==> src/rtl/spi_fsm_if.sv <==
// Purpose: bundles the SPI transaction controller's strobe inputs and control outputs.
// Signals: cs_n, sclk_rise, sclk_fall, rw_bit (towards controller);
//          addr_we, dm_we, sr_we, miso_buff_en (from controller).
// master = side producing strobes (conditioner/shift register); slave = controller.
interface spi_fsm_if;
  logic cs_n;          // conditioned chip select, active low
  logic sclk_rise;     // one-cycle strobe, SCLK rising edge
  logic sclk_fall;     // one-cycle strobe, SCLK falling edge
  logic rw_bit;        // shift register parallelOut[0]
  logic addr_we;       // latch parallelOut as memory address
  logic dm_we;         // data memory write enable
  logic sr_we;         // shift register parallel load
  logic miso_buff_en;  // drive MISO from shift register serialOut

  modport master (
    output cs_n, sclk_rise, sclk_fall, rw_bit,
    input  addr_we, dm_we, sr_we, miso_buff_en
  );

  modport slave (
    input  cs_n, sclk_rise, sclk_fall, rw_bit,
    output addr_we, dm_we, sr_we, miso_buff_en
  );
endinterface

==> src/rtl/spi_fsm.sv <==
// Purpose: SPI memory transaction controller; frame = ADDR_BITS address bits + R/W bit on
//          SCLK rises, then DATA_BITS data bits (rises for write, falls for read).
// Ports: clk, reset (sync, active high), bus (spi_fsm_if.slave). Outputs are registered (Moore);
//        each control pulse appears the cycle after the edge strobe that completes its phase.
module spi_fsm #(
  parameter int ADDR_BITS = 7,
  parameter int DATA_BITS = 8,
  parameter int CNT_W     = 4
) (
  input  logic       clk,
  input  logic       reset,
  spi_fsm_if.slave   bus
);

  typedef enum logic [3:0] {
    IDLE       = 4'd0,
    GET_ADDR   = 4'd1,
    LATCH_ADDR = 4'd2,
    READ_LOAD  = 4'd3,
    READ_SEND  = 4'd4,
    WRITE_GET  = 4'd5,
    WRITE_MEM  = 4'd6,
    DONE       = 4'd7
  } state_t;

  // Address phase ends on rise number ADDR_BITS+1 (address plus R/W bit), i.e. when the
  // pre-increment count equals ADDR_BITS.
  localparam logic [CNT_W-1:0] ADDR_LAST = CNT_W'(ADDR_BITS);
  localparam logic [CNT_W-1:0] DATA_LAST = CNT_W'(DATA_BITS - 1);

  state_t           state_q, state_d;
  logic [CNT_W-1:0] count_q, count_d;
  logic             addr_we_q, dm_we_q, sr_we_q, miso_en_q;

  always_comb begin
    state_d = state_q;
    count_d = count_q;
    if (bus.cs_n) begin
      // Deselect aborts any frame; partial data is simply dropped.
      state_d = IDLE;
      count_d = '0;
    end else begin
      case (state_q)
        IDLE: begin
          // Strobes in the select cycle are ignored.
          state_d = GET_ADDR;
          count_d = '0;
        end
        GET_ADDR: begin
          if (bus.sclk_rise) begin
            count_d = count_q + 1'b1;
            if (count_q == ADDR_LAST) state_d = LATCH_ADDR;
          end
        end
        LATCH_ADDR: begin
          count_d = '0;
          state_d = bus.rw_bit ? READ_LOAD : WRITE_GET;
        end
        READ_LOAD: state_d = READ_SEND;
        READ_SEND: begin
          if (bus.sclk_fall) begin
            count_d = count_q + 1'b1;
            if (count_q == DATA_LAST) state_d = DONE;
          end
        end
        WRITE_GET: begin
          if (bus.sclk_rise) begin
            count_d = count_q + 1'b1;
            if (count_q == DATA_LAST) state_d = WRITE_MEM;
          end
        end
        WRITE_MEM: state_d = DONE;
        DONE:      state_d = DONE;
        default: begin
          state_d = IDLE;
          count_d = '0;
        end
      endcase
    end
  end

  // Outputs are decoded from the next state so they are registered alongside it.
  always_ff @(posedge clk) begin
    if (reset) begin
      state_q   <= IDLE;
      count_q   <= '0;
      addr_we_q <= 1'b0;
      dm_we_q   <= 1'b0;
      sr_we_q   <= 1'b0;
      miso_en_q <= 1'b0;
    end else begin
      state_q   <= state_d;
      count_q   <= count_d;
      addr_we_q <= (state_d == LATCH_ADDR);
      dm_we_q   <= (state_d == WRITE_MEM);
      sr_we_q   <= (state_d == READ_LOAD);
      miso_en_q <= (state_d == READ_SEND);
    end
  end

  assign bus.addr_we      = addr_we_q;
  assign bus.dm_we        = dm_we_q;
  assign bus.sr_we        = sr_we_q;
  assign bus.miso_buff_en = miso_en_q;

endmodule

==> src/flat_wrapper.sv <==
// flat-port wrapper written by rule: the top's interface ports become plain ports
module spi_fsm_flat 
#(
  parameter int ADDR_BITS = 7,
  parameter int DATA_BITS = 8,
  parameter int CNT_W     = 4
)
  (clk, reset, bus_cs_n, bus_sclk_rise, bus_sclk_fall, bus_rw_bit, bus_addr_we, bus_dm_we, bus_sr_we, bus_miso_buff_en);
  spi_fsm_if bus_i ();
  input  logic clk;
  input  logic reset;
  input wire logic [$bits(bus_i.cs_n)-1:0] bus_cs_n;
  input wire logic [$bits(bus_i.sclk_rise)-1:0] bus_sclk_rise;
  input wire logic [$bits(bus_i.sclk_fall)-1:0] bus_sclk_fall;
  input wire logic [$bits(bus_i.rw_bit)-1:0] bus_rw_bit;
  output wire logic [$bits(bus_i.addr_we)-1:0] bus_addr_we;
  output wire logic [$bits(bus_i.dm_we)-1:0] bus_dm_we;
  output wire logic [$bits(bus_i.sr_we)-1:0] bus_sr_we;
  output wire logic [$bits(bus_i.miso_buff_en)-1:0] bus_miso_buff_en;
  assign bus_i.cs_n = bus_cs_n;
  assign bus_i.sclk_rise = bus_sclk_rise;
  assign bus_i.sclk_fall = bus_sclk_fall;
  assign bus_i.rw_bit = bus_rw_bit;
  assign bus_addr_we = bus_i.addr_we;
  assign bus_dm_we = bus_i.dm_we;
  assign bus_sr_we = bus_i.sr_we;
  assign bus_miso_buff_en = bus_i.miso_buff_en;
  spi_fsm #(.ADDR_BITS(ADDR_BITS), .DATA_BITS(DATA_BITS), .CNT_W(CNT_W)) u_core (.clk(clk), .reset(reset), .bus(bus_i));
endmodule
==> config.mk <==
export PLATFORM = sky130hd
export DESIGN_NAME = spi_fsm_flat
export DESIGN_NICKNAME = d
export VERILOG_FILES = /design/src/rtl/spi_fsm_if.sv /design/src/rtl/spi_fsm.sv /design/src/flat_wrapper.sv
export SDC_FILE = /design/constraint.sdc
export NUM_CORES = 1
export LEC_CHECK = 0
export ABC_AREA = 1
export CORE_ASPECT_RATIO = 1.1
export CORE_UTILIZATION = 40
export CTS_CLUSTER_SIZE = 12
export DETAILED_ROUTE_END_ITERATION = 10
export HOLD_SLACK_MARGIN = 0.05
export PLACE_DENSITY = 0.62
export SLEW_MARGIN = 40
export SYNTH_ARGS = -nofsm -noshare
export SYNTH_HDL_FRONTEND = slang
export SYNTH_SLANG_ARGS = --single-unit
==> constraint.sdc <==
create_clock -name clk -period 4.47 [get_ports clk]
set_clock_uncertainty 0.2 [all_clocks]
set_input_delay 0.447 -clock clk [delete_from_list [all_inputs] [get_ports clk]]
set_output_delay 0.447 -clock clk [all_outputs]
set_load 0.02 [all_outputs]
==> metrics.csv <==
stage,metric,value,unit
logic_synthesis,synth-edff-count,0,
logic_synthesis,synth_commonest_cells,"30 x nand2_1, 14 x nor2_1, 12 x dfxtp_1, 12 x inv_1, 8 x nand2_2",
worst_hold_path,hold_depth,2,
worst_setup_path,critPathCaptureType,primary output,
floorplan,rows,15,
logic_synthesis,yosys.area.top_type,dfxtp_1,
sta,finalHoldViolCount,0,
global_routing,grt_pass1_vias,599,
clock_tree,clk_pin_slew,0.08,ns
sta,finalMaxSlewViolations,0,
route,first_pass_iters,4,
logic_synthesis,ys_dominant_reg_cell,dfxtp_1,
power_and_ir_drop,peakVddDrop,169,uV
global_routing,grt_pass1_wl,2.49,mm
worst_setup_path,crit_fanout,1,
clock_tree,clk_latency,0.27,ns
finish,multi_input_area,422,um^2
floorplan,core,1630,um^2
logic_synthesis,synth_most_common_cell,nand2_1,
route,vias,671,
worst_hold_path,hold_path_class,reg2reg,
finish,insertedDiodeCount,0,
power_and_ir_drop,power.density,238,nW/um^2
run_status,status,completed,
sta,min_period,1.84,ns
clock_tree,cts-resized-gates,0,
sta,setup_viol,0,
finish,num-fill-cells,180,
global_routing,antenna_found_initial,0,
logic_synthesis,ys_seq_area_frac,0.328,
worst_setup_path,crit_path_start_kind,flip-flop,
worst_setup_path,critPathTopFamily,buffers and inverters,
global_routing,grtUsageTotal,0.170,
global_routing,use_met3,0.0115,
worst_setup_path,crit_type,reg2out,
logic_synthesis,syn_inst,111,
logic_synthesis,syn_area,733,um^2
sta,grt_setup_unrepaired,no,
route,drt-vias-per-instance,4.76,
logic_synthesis,yosys-top-cells-area,"dfxtp_1 33%, nand2_1 15%, nor2_1 7.2%",
worst_setup_path,arrival,1.19,ns
power_and_ir_drop,p_leak,0.402,nW
clock_tree,cts_buffer_depth,2,
worst_setup_path,crit_chain,clkdlybuf4s50_1,
placed_design,pre_cts_slack,2.59,ns
sta,hold_slack,0.337,ns
worst_hold_path,min_from,u_core.count_q[3],
placed_design,port_buffers,9,
clock_tree,cts_setup_buffers,0,
worst_setup_path,worstReg2RegEnd,u_core.bus.sr_we,
worst_setup_path,r2r_setup_slack,2.85,ns
sta,setup_ws,2.63,ns
clock_tree,numClockSinks,12,
clock_tree,holdBufCountCts,0,
logic_synthesis,ys_async_sr_fraction,0,
finish,drive_gt1_frac,0.242,
finish,final_util,0.539,
clock_tree,cts_tree,yes,
worst_setup_path,critPathMaxStageDelay,0.60,ns
worst_hold_path,min_to,u_core.count_q[3],
worst_setup_path,cp_data_required_time,3.82,ns
clock_tree,cts_max_level,1,
sta,fmax,0.543,GHz
placed_design,place_hpwl,1.19,mm
route,drt_iter0_markers,17,
worst_setup_path,reg2reg_from,u_core.count_q[0],
floorplan,die_y,46.9,um
sta,min_period_over_period,0.412,
floorplan,ios,10,
sta,fin_setup_tns,0,ns
logic_synthesis,ys_warn_count,0,
worst_setup_path,slowest_stage,clkdlybuf4s50_1,
route,wl_per_cell,10.6,um
worst_setup_path,path_buf_inv,1,
route,postRouteAntennaNets,0,
placed_design,finalWeightedCongestion,0.821,
logic_synthesis,synth_top_area_share,0.328,
floorplan,die_w,42.8,um
floorplan,start_util,0.449,
logic_synthesis,syn_nets,118,
route,routed_wl,1.49,mm
global_routing,top_usage_layer,met2,
worst_setup_path,ff2ff_path_depth,8,
global_routing,grt_max_degree,8,
logic_synthesis,ys_seq_elements,12,
route,drcViolationCount,0,
finish,syn2layout_area_growth,20.1,%
global_routing,grtUsageMet2,0.273,
global_routing,grt_use_met1,0.223,
floorplan,dieArea,2010,um^2
finish,finalNetCount,132,
logic_synthesis,avgSynthCellArea,6.61,um^2
finish,ff_latch_area,240,um^2
logic_synthesis,synth_cell_type_count,18,
job,maxCapViolCount,0,
global_routing,grt.overflow.total,0,
clock_tree,numCtsBuffers,3,
clock_tree,cts_root_buf,clkbuf_4,
-- where the power goes --
group / internal [mW] / switching, mW
Combinational: 0.00642 / 0.00862
Clock: 0.0495 / 0.0362
Sequential: 0.108 / 0.00147
Total: 0.164 / 0.0463
-- state kept, by name, indices dropped and copies added, names as in the netlist --
name,cells
u_core.bus.sr_we,1
u_core.bus.dm_we,1
u_core.count_q,4
u_core.bus.addr_we,1
u_core.bus.miso_buff_en,1
u_core.state_q,4
-- cells in the final DEF, fill, tap and decap left out, types with 3 or more instances in the layout --
cell type | netlist | routed
a21oi_1 | 3 | 3
a21oi_2 | 3 | 3
clkbuf_4 | 0 | 3
clkdlybuf4s50_1 | 0 | 9
dfxtp_1 | 12 | 12
inv_1 | 12 | 12
inv_2 | 7 | 7
nand2_1 | 30 | 30
nand2_2 | 8 | 8
nand3_1 | 6 | 6
nand4_1 | 4 | 4
nor2_1 | 14 | 14
nor2_2 | 3 | 3
nor2_4 | 3 | 3
-- metal layers --
layer,wire [um],up-vias
met1,753,288
met3,42,5
met5,0,-
met2,663,13
li1,-,365
met4,34,0
-- worst max-delay path by stage --
stage | startpoint | endpoint | slack (ns) | cells after the start
floorplan | u_core.count_q[0] | u_core.bus.sr_we | 3.02 | 8
global placement | bus_sclk_rise | u_core.bus.sr_we | 2.63 | 8
detailed placement | bus_sclk_rise | u_core.bus.sr_we | 2.59 | 8
CTS | u_core.bus.sr_we | bus_sr_we | 2.63 | 1
global route | u_core.bus.sr_we | bus_sr_we | 2.59 | 1
finish | u_core.bus.sr_we | bus_sr_we | 2.63 | 1
-- kinds of logic after synthesis --
kind of cell | after synthesis | synth area share
simple gates | 70 | 0.478
buf+inv | 19 | 0.0973
flops | 12 | 0.328
compound gates | 7 | 0.0631
xor+xnor | 1 | 0.0119
fa+ha+maj | 1 | 0.0171
other cells | 1 | 0.00511
-- layout make-up --
class / count / area share
multi-input cells: 80 / 0.479
flip-flops and latches: 12 / 0.273
clock buffers: 4 / 0.0412
repair buffers: 9 / 0.102
inverters: 19 / 0.0810
well taps: 17 / 0.0241
-- through the flow --
| stage | instance area, um^2 | power (mW) | std cells |
|---|---|---|---|
| CTS | 881 | 0.211 | 141 |
| floorplan | 733 | 0.120 | 111 |
| global placement | 845 | 0.126 | 137 |
| detailed placement | 845 | 0.127 | 137 |
| finish | 881 | 0.210 | 141 |
| global route | 881 | 0.217 | 141 |
(Power assumes the default switching activity.)
